==> config.mk <==
export PLATFORM = sky130hd
export DESIGN_NAME = vend_controller
export DESIGN_NICKNAME = d
export VERILOG_FILES = /design/src/rtl/vend_pkg.sv /design/src/rtl/vend_price_table.sv /design/src/rtl/vend_controller.sv
export SDC_FILE = /design/constraint.sdc
export NUM_CORES = 1
export LEC_CHECK = 0
export CAP_MARGIN = 15
export CORE_AREA = 3 3 87 68
export DETAILED_ROUTE_END_ITERATION = 12
export DIE_AREA = 0 0 90 71
export HOLD_SLACK_MARGIN = 0.03
export PLACE_DENSITY_LB_ADDON = 0.3
export SYNTH_ARGS = -nofsm -noshare
export SYNTH_HDL_FRONTEND = slang
export SYNTH_SLANG_ARGS = --single-unit
==> constraint.sdc <==
create_clock -name clk -period 6 [get_ports clk]
set_clock_uncertainty 0.1 [all_clocks]
set_input_delay 0.6 -clock clk [delete_from_list [all_inputs] [get_ports clk]]
set_output_delay 0.6 -clock clk [all_outputs]
set_load 0.02 [all_outputs]
==> src/rtl/vend_pkg.sv <==
// Shared types and constants for the vending sequencing controller.
package vend_pkg;

    typedef enum logic [1:0] {
        ST_ACCEPT = 2'd0,
        ST_VEND   = 2'd1,
        ST_CHANGE = 2'd2
    } state_t;

    localparam int COIN5_UNITS  = 1;
    localparam int COIN10_UNITS = 2;
    localparam int PRICE_W      = 4;

    typedef logic [PRICE_W-1:0] price_t;

endpackage

==> src/rtl/vend_price_table.sv <==
// Per-item price register file.
// Synchronous write, combinational read, cleared on reset.
module vend_price_table #(
    parameter int NUM_ITEMS = 4,
    parameter int ITEM_W    = 2,
    parameter int CREDIT_W  = 4
) (
    input  logic                clk,
    input  logic                reset,
    input  logic                we,
    input  logic [ITEM_W-1:0]   wr_item,
    input  logic [CREDIT_W-1:0] wr_price,
    input  logic [ITEM_W-1:0]   rd_item,
    output logic [CREDIT_W-1:0] rd_price
);

    logic [CREDIT_W-1:0] mem [NUM_ITEMS];

    always_ff @(posedge clk) begin
        if (reset) begin
            for (int i = 0; i < NUM_ITEMS; i++) begin
                mem[i] <= '0;
            end
        end else if (we && (int'(wr_item) < NUM_ITEMS)) begin
            mem[wr_item] <= wr_price;
        end
    end

    // Indices beyond the table read as disabled items.
    always_comb begin
        rd_price = '0;
        if (int'(rd_item) < NUM_ITEMS) begin
            rd_price = mem[rd_item];
        end
    end

endmodule

==> src/rtl/vend_controller.sv <==
// Vending sequencer: credit accumulation, priced selection,
// dispense handshake with timeout, and pulsed change/refund.
module vend_controller
    import vend_pkg::*;
#(
    parameter int NUM_ITEMS  = 4,
    parameter int ITEM_W     = 2,
    parameter int CREDIT_W   = 4,
    parameter int MAX_CREDIT = 8,
    parameter int TIMEOUT    = 16
) (
    input  logic                clk,
    input  logic                reset,
    input  logic                coin_5,
    input  logic                coin_10,
    input  logic                sel_valid,
    input  logic [ITEM_W-1:0]   sel_item,
    input  logic                cancel,
    input  logic                dispense_done,
    input  logic                cfg_we,
    input  logic [ITEM_W-1:0]   cfg_item,
    input  logic [CREDIT_W-1:0] cfg_price,
    output logic                dispense_req,
    output logic [ITEM_W-1:0]   dispense_item,
    output logic                change_5,
    output logic                coin_reject,
    output logic                vend_fail,
    output logic [CREDIT_W-1:0] credit,
    output logic                busy
);

    localparam int TW = (TIMEOUT < 2) ? 1 : $clog2(TIMEOUT + 1);

    state_t              state_q, state_n;
    logic [CREDIT_W-1:0] credit_n;
    logic [ITEM_W-1:0]   item_n;
    logic [CREDIT_W-1:0] lprice_q, lprice_n;
    logic [TW-1:0]       tcnt_q, tcnt_n;
    logic                chg_n, rej_n, fail_n;
    logic                req_n, busy_n;

    logic [CREDIT_W-1:0] sel_price;
    logic [CREDIT_W:0]   coin_units;
    logic [CREDIT_W:0]   coin_sum;
    logic                any_coin;

    vend_price_table #(
        .NUM_ITEMS (NUM_ITEMS),
        .ITEM_W    (ITEM_W),
        .CREDIT_W  (CREDIT_W)
    ) u_prices (
        .clk      (clk),
        .reset    (reset),
        .we       (cfg_we),
        .wr_item  (cfg_item),
        .wr_price (cfg_price),
        .rd_item  (sel_item),
        .rd_price (sel_price)
    );

    // One bit of headroom keeps the ceiling compare from wrapping.
    assign any_coin   = coin_5 | coin_10;
    assign coin_units = coin_10 ? (CREDIT_W+1)'(COIN10_UNITS)
                                : (CREDIT_W+1)'(COIN5_UNITS);
    assign coin_sum   = {1'b0, credit} + coin_units;

    always_comb begin
        state_n  = state_q;
        credit_n = credit;
        item_n   = dispense_item;
        lprice_n = lprice_q;
        tcnt_n   = tcnt_q;
        chg_n    = 1'b0;
        rej_n    = 1'b0;
        fail_n   = 1'b0;
        unique case (state_q)
            ST_ACCEPT: begin
                if (cancel) begin
                    rej_n = any_coin;
                    if (credit != '0) begin
                        state_n = ST_CHANGE;
                        chg_n   = 1'b1;
                    end
                end else if (sel_valid) begin
                    rej_n = any_coin;
                    if ((sel_price == '0) || (credit < sel_price)) begin
                        fail_n = 1'b1;
                    end else begin
                        credit_n = credit - sel_price;
                        item_n   = sel_item;
                        lprice_n = sel_price;
                        tcnt_n   = '0;
                        state_n  = ST_VEND;
                    end
                end else if (coin_5 && coin_10) begin
                    rej_n = 1'b1;
                end else if (any_coin) begin
                    if (coin_sum <= (CREDIT_W+1)'(MAX_CREDIT)) begin
                        credit_n = coin_sum[CREDIT_W-1:0];
                    end else begin
                        rej_n = 1'b1;
                    end
                end
            end
            ST_VEND: begin
                rej_n  = any_coin;
                tcnt_n = tcnt_q + TW'(1);
                if (dispense_done) begin
                    chg_n   = (credit != '0);
                    state_n = (credit != '0) ? ST_CHANGE : ST_ACCEPT;
                end else if (tcnt_q == TW'(TIMEOUT - 1)) begin
                    fail_n   = 1'b1;
                    credit_n = credit + lprice_q;
                    chg_n    = 1'b1;
                    state_n  = ST_CHANGE;
                end
            end
            ST_CHANGE: begin
                rej_n = any_coin;
                if (change_5) begin
                    credit_n = credit - CREDIT_W'(1);
                    if (credit == CREDIT_W'(1)) begin
                        state_n = ST_ACCEPT;
                    end
                end else begin
                    chg_n = 1'b1;
                end
            end
            default: begin
                state_n = ST_ACCEPT;
            end
        endcase
        req_n  = (state_n == ST_VEND);
        busy_n = (state_n != ST_ACCEPT);
    end

    always_ff @(posedge clk) begin
        if (reset) begin
            state_q       <= ST_ACCEPT;
            credit        <= '0;
            dispense_item <= '0;
            lprice_q      <= '0;
            tcnt_q        <= '0;
            change_5      <= 1'b0;
            coin_reject   <= 1'b0;
            vend_fail     <= 1'b0;
            dispense_req  <= 1'b0;
            busy          <= 1'b0;
        end else begin
            state_q       <= state_n;
            credit        <= credit_n;
            dispense_item <= item_n;
            lprice_q      <= lprice_n;
            tcnt_q        <= tcnt_n;
            change_5      <= chg_n;
            coin_reject   <= rej_n;
            vend_fail     <= fail_n;
            dispense_req  <= req_n;
            busy          <= busy_n;
        end
    end

endmodule

==> results of run 1 <==
==> stage by stage <==
stage               setup slack, ns   util  hold WS [ns]  instances
floorplan                      2.62      -         0.349        259
global placement               1.83  0.548         0.359        353
global route                   1.74  0.574         0.426        361
CTS                            2.03  0.574         0.379        361
detailed placement             1.72  0.548         0.368        353
finish                         2.01  0.574         0.377        361
==> final cells by class <==
| type | instances | area (um2) | share of cell area |
|---|---|---|---|
| inverters | 21 | 78.8 | 0.0262 |
| flip-flops and latches | 38 | 921 | 0.306 |
| well taps | 75 | 93.8 | 0.0312 |
| clock buffers | 5 | 68.8 | 0.0229 |
| repair buffers | 26 | 260 | 0.0866 |
| multi-input cells | 193 | 1510 | 0.504 |
| clock inverters | 3 | 68.8 | 0.0229 |
==> critical path, stage by stage <==
cell and delay [ns]:
clkdlybuf4s50_1 0.64, mux4_2 0.60, ha_1 0.23, fa_1 0.41, nor2b_1 0.16, o21ai_0 0.17
a2111oi_4 0.77, o21ai_1 0.26, a211oi_1 0.25
==> flip-flops by register name (all words and copies together), names as in the netlist <==
| register | flops |
|---|---|
| coin_reject | 1 |
| u_prices.mem | 16 |
| dispense_req | 1 |
| dispense_item | 2 |
| tcnt_q | 5 |
| state_q | 2 |
| change_5 | 1 |
| vend_fail | 1 |
| credit | 4 |
| lprice_q | 4 |
| busy | 1 |
==> worst min path at each step <==
stage | start | to | slack (ns)
after global routing | tcnt_q[4]$_SDFFE_PP0P_ | tcnt_q[4]$_SDFFE_PP0P_ | 0.43
after global placement | tcnt_q[4]$_SDFFE_PP0P_ | tcnt_q[4]$_SDFFE_PP0P_ | 0.36
after detailed placement | tcnt_q[4]$_SDFFE_PP0P_ | tcnt_q[4]$_SDFFE_PP0P_ | 0.37
after CTS | tcnt_q[4]$_SDFFE_PP0P_ | tcnt_q[4]$_SDFFE_PP0P_ | 0.38
after floorplan | tcnt_q[4]$_SDFFE_PP0P_ | tcnt_q[4]$_SDFFE_PP0P_ | 0.35
final | tcnt_q[4]$_SDFFE_PP0P_ | tcnt_q[4]$_SDFFE_PP0P_ | 0.38
==> layer usage <==
metal / vias up / global-route usage / share of wire
met1: 993 / 0.267 / 0.50
li1: 1013 / - / -
met2: 49 / 0.281 / 0.45
met4: 0 / 0.0509 / 0.0093
met5: - / 0 / 0
met3: 5 / 0.0340 / 0.043
==> where the power goes <==
part           internal [W]  switching (W)  total [W]
Combinational      0.000223       0.000278   0.000501
Clock              0.000167      0.0000977   0.000264
Sequential         0.000306      0.0000537   0.000360
==> cells by family after synthesis <==
family / share of synthesized area
muxes: 0.0731
and+or+nand+nor: 0.210
AOI/OAI and AO/OA: 0.179
DFF: 0.361
adders and majority gates: 0.112
xor gates and xnor gates: 0.0206
buffers and inverters: 0.0447
==> cells in the final DEF (no fill, tap or decap), drive strengths merged, types with 4 or more instances in the layout <==
cell / count
mux4: 4
nand3b: 5
edfxtp: 16
a21oi: 9
nand3: 9
mux2i: 7
dfxtp: 22
ha: 18
inv: 20
clkdlybuf4s50: 26
o32ai: 5
nor2b: 6
a31oi: 4
clkbuf: 5
o21ai: 8
o211ai: 4
nand2: 19
nor2: 13
a211oi: 7
and2: 18
==> reports/qor.yml, run 1 <==
timing:
  setup_violations: 0
  worstMarginPinSlew_ns: 0.861
  hold_violations: 0
  rsz0062_at_grt: "false"
  maxSlewHeadroom: 0.424
  drv_slew: 0
  fin_crit_ns: 3.99
  fin_tns_setup_ns: 0
  fin_crit_sh: 0.664
  max_freq_ghz: 0.251
clocking:
  cts_buffer_depth: 2
  cts_max_level: 2
  root_buffer: "clkbuf_8"
  ctsResizeCount: 0
  cts_made_buffers: 5
  clk_latency_ns: 0.29
  holdBufCountCts: 0
  cts.sinks: 38
  cts_tree: "built"
  path_clk_slew_ns: 0.09
  post_cts_buffers: 0
layout:
  diodes: 0
  fin_area_um2: 3010
  fillCellCount: 466
  drive_gt1_frac: 0.0804
  fin_nets: 322
  syn_to_final_growth_pct: 17.9
worst_setup_path:
  arrival_ns: 4.10
  cp.required_ns: 6.11
  reg2regPathDepth: 8
  start_kind: "input pin"
  worstSetupEndpoint: "dispense_req$_SDFF_PP0_"
  crit_path_end_kind: "register"
  r2r_end: "dispense_req$_SDFF_PP0_"
  critPathKind: "input pin to register"
  rr_startpoint: "u_prices.mem[2][0]$_SDFFCE_PN0P_"
  cp_max_fo: 8
  setup.worst_path.start: "sel_item[0]"
  ff2ff_setup_slack_ns: 2.66
floorplan:
  design.core.area_um2: 5240
  initial_core_util: 0.487
  die-area_um2: 6390
  die_x_um: 90
  die_h_um: 71
  io_pins: 27
  row_count: 23
placement:
  portBuffers: 26
  placed_area_um2: 2870
  gp_congestion: 0.867
  hpwlAfterDp_um: 4210
synthesis:
  yosysTopAreaCell: "edfxtp_1"
  synthTopCellsByCount: "22 x dfxtp_1, 20 x inv_1, 19 x nand2_1"
  ys_seq_elements: 38
  synth_cell_types: 60
  syn-instance-count: 259
  synthesis.area_um2: 2550
  synthTopCellsByArea: "edfxtp_1 19%, dfxtp_1 17%, ha_1 8.8%"
  synth_fp_nets: 296
  synth.top_cell.area_share: 0.189
  synth_most_common_cell: "dfxtp_1"
  syn_avg_cell_area_um2: 9.84
  synth_edf_count: 16
  async_flop_share: 0
  yosys_warnings: 0
  ys.flop_type: "dfxtp_1"
  ys_seq_area_frac: 0.361
global_routing:
  grt_pass1_vias: 1983
  grt_first_pass_wirelength_um: 9560
  antenna_found_initial: 0
  grtUsageTotal: 0.184
  grt_max_degree: 22
  grt_remaining_overflow: 0
drt:
  vias_per_cell: 5.71
  drtAntennaViolNets: 0
  first_pass_iters: 4
  vias: 2060
  drc_errors: 0
  wl_per_cell_um: 15.4
  wl_um: 5560
  drt_iter0_drc: 136
power:
  max-vdd-ir-drop_uv: 122
  p_leak_nw: 1.13
  power_density_nw_per_um2: 374
  power_w: 0.00113
run_status:
  outcome: "complete, no violations"
worst_hold_path:
  hold_class: "register to register"
  whs_path_depth: 2
flow_run:
  max-cap-violations: 0
Note: power is estimated with default switching activity, not from simulation.
==> inputs of run 2 (changes only) <==
==> constraint.sdc (replaced) <==
create_clock -name clk -period 3.5 [get_ports clk]
set_clock_uncertainty 0.1 [all_clocks]
set_input_delay 0.35 -clock clk [delete_from_list [all_inputs] [get_ports clk]]
set_output_delay 0.35 -clock clk [all_outputs]
set_load 0.02 [all_outputs]
==> run 2 against run 1 <==
Compared with the run above:
- first-iteration DRC count shrank 32%
- via count grew 1.0%
- highest routed layer unchanged
- sequential power grew 64%
==> reports/qor.yml, run 2 (synthesized netlist as in run 1, its figures left out) <==
run_status:
  outcome: "complete, no violations"  # unchanged
layout:
  drive_gt1_frac: 0.111  # was 0.0804
  regMostFlops: "u_prices.mem"  # unchanged
  regArea_um2: 921  # unchanged
  largest_reg_flops: 16  # unchanged
  fillCellCount: 473  # was 466
  diodes: 0  # unchanged
  multi_input_area_um2: 1510  # unchanged
  fin_nets: 332  # was 322
  mostFrequentLayoutCells: "26 x clkdlybuf4s50_1, 22 x dfxtp_1, 20 x inv_1"  # unchanged
  syn_to_final_growth_pct: 19.9  # was 17.9%
  reg.largest.list: "u_prices.mem: 16 flops, tcnt_q: 5 flops"  # unchanged
  final_common_cell: "clkdlybuf4s50_1"  # unchanged
timing:
  fin_crit_sh: 0.904
  fin_tns_setup_ns: 0  # unchanged
  rsz0062_at_grt: "false"  # unchanged
  setup_violations: 0  # unchanged
  max_freq_ghz: 0.316
  fin_crit_ns: 3.16
  maxSlewHeadroom: 0.585  # was 0.424
  hold_violations: 0  # unchanged
  fin_hold_ws_ns: 0.376  # was 0.377 ns
  worstMarginPinSlew_ns: 0.622  # was 0.861 ns
  drv_slew: 0  # unchanged
power:
  power_density_nw_per_um2: 620  # was 374 nW/um2
  max-vdd-ir-drop_uv: 217  # was 122 uV
  p_leak_nw: 1.16  # was 1.13 nW
global_routing:
  antenna_found_initial: 0  # unchanged
  grt_remaining_overflow: 0  # unchanged
  grtUsageTotal: 0.185  # was 0.184
  grt_first_pass_wirelength_um: 9580  # was 9560 um
  grt_pass1_vias: 2028  # was 1983
  grt_max_degree: 21  # was 22
clocking:
  cts.sinks: 38  # unchanged
  cts_buffer_depth: 2  # unchanged
  cts_made_buffers: 5  # unchanged
  cts_tree: "built"  # unchanged
  cts_max_level: 2  # unchanged
  post_cts_buffers: 0  # unchanged
  holdBufCountCts: 0  # unchanged
  clk_latency_ns: 0.29  # about the same
  root_buffer: "clkbuf_8"  # unchanged
  ctsResizeCount: 0  # unchanged
  path_clk_slew_ns: 0.08  # was 0.09 ns
drt:
  drt_iter0_drc: 93  # was 136
  vias: 2081  # was 2060
  first_pass_iters: 4  # unchanged
  vias_per_cell: 5.61  # was 5.71
  drc_errors: 0  # unchanged
  drtAntennaViolNets: 0  # unchanged
  wl_per_cell_um: 15.3  # was 15.4 um
  wl_um: 5670  # was 5560 um
placement:
  hpwlAfterDp_um: 4390  # was 4210 um
  portBuffers: 26  # unchanged
  gp_congestion: 0.904  # was 0.867
worst_setup_path:
  critPathKind: "input pin to register"  # unchanged
  cp.required_ns: 3.59  # was 6.11 ns
  cp_max_fo: 6  # was 8
  arrival_ns: 3.25  # was 4.10 ns
  start_kind: "input pin"  # unchanged
  crit_path_end_kind: "register"  # unchanged
floorplan:
  initial_core_util: 0.487  # unchanged
  die_x_um: 90  # unchanged
  io_pins: 27  # unchanged
  die_h_um: 71  # unchanged
  design.core.area_um2: 5240  # unchanged
  die-area_um2: 6390  # unchanged
  row_count: 23  # unchanged
worst_hold_path:
  hold_class: "register to register"  # unchanged
flow_run:
  max-cap-violations: 0  # unchanged
run 2: final cells by class:
cell class                      count  area share
Tap cell                           75      0.0307
Timing Repair Buffer               36       0.110
Clock buffer                        5      0.0225
Inverter                           21      0.0258
Clock inverter                      3      0.0147
Multi-Input combinational cell    193       0.495
Sequential cell                    38       0.301
run 2: path summary, 6_finish.rpt:
path                                                   start                  endpoint  slack, ns  depth (start not counted)
worst min-delay path                  tcnt_q[4]$_SDFFE_PP0P_    tcnt_q[4]$_SDFFE_PP0P_       0.38                          2
worst max-delay path                             sel_item[0]  lprice_q[0]$_SDFFE_PP0P_       0.34                         10
worst max register to register  u_prices.mem[3][0]$_DFFE_PP_  lprice_q[0]$_SDFFE_PP0P_       0.55                          9
worst min register to register        tcnt_q[4]$_SDFFE_PP0P_    tcnt_q[4]$_SDFFE_PP0P_       0.38                          2
run 2: power breakdown:
part / switching, W / internal [W]
Clock: 0.000172 / 0.000212
Combinational: 0.000510 / 0.000412
Sequential: 0.0000649 / 0.000524
run 2: metal layers:
metal,share of wire,wire length [um],vias to the layer above,global-route usage
met5,0,0,-,0
met4,0.0081,46,0,0.0390
met3,0.051,289,5,0.0446
met2,0.46,2590,55,0.297
met1,0.48,2750,987,0.258
li1,-,-,1034,-
run 2: worst max-delay path, cell delays in order:
cell             delay [ns]
clkdlybuf4s50_1        0.51
mux4_2                 0.53
ha_1                   0.22
fa_1                   0.38
nor2b_1                0.15
o21ai_0                0.17
a2111oi_4              0.44
buf_4                  0.24
mux2i_1                0.20
nor2_1                 0.05
run 2: through the flow:
step | cells | setup WS (ns) | area, um2 | utilization | power [W]
floorplan | 259 | 0.373 | 2550 | - | 0.00121
global placement | 363 | 0.0698 | 2940 | 0.562 | 0.00150
detailed placement | 363 | 0.0130 | 2940 | 0.562 | 0.00151
CTS | 371 | 0.319 | 3060 | 0.584 | 0.00190
global route | 371 | 0.117 | 3060 | 0.584 | 0.00203
finish | 371 | 0.335 | 3060 | 0.584 | 0.00189
==> inputs of run 3 (changes only) <==
--- a/config.mk
+++ b/config.mk
@@ -7,6 +7,7 @@
 export LEC_CHECK = 0
 export CAP_MARGIN = 15
 export CORE_AREA = 3 3 87 68
+export CTS_CLUSTER_SIZE = 14
 export DETAILED_ROUTE_END_ITERATION = 12
 export DIE_AREA = 0 0 90 71
 export HOLD_SLACK_MARGIN = 0.03
==> results of run 3 <==
Final layout, timing and power as in run 2 (identical DEF).
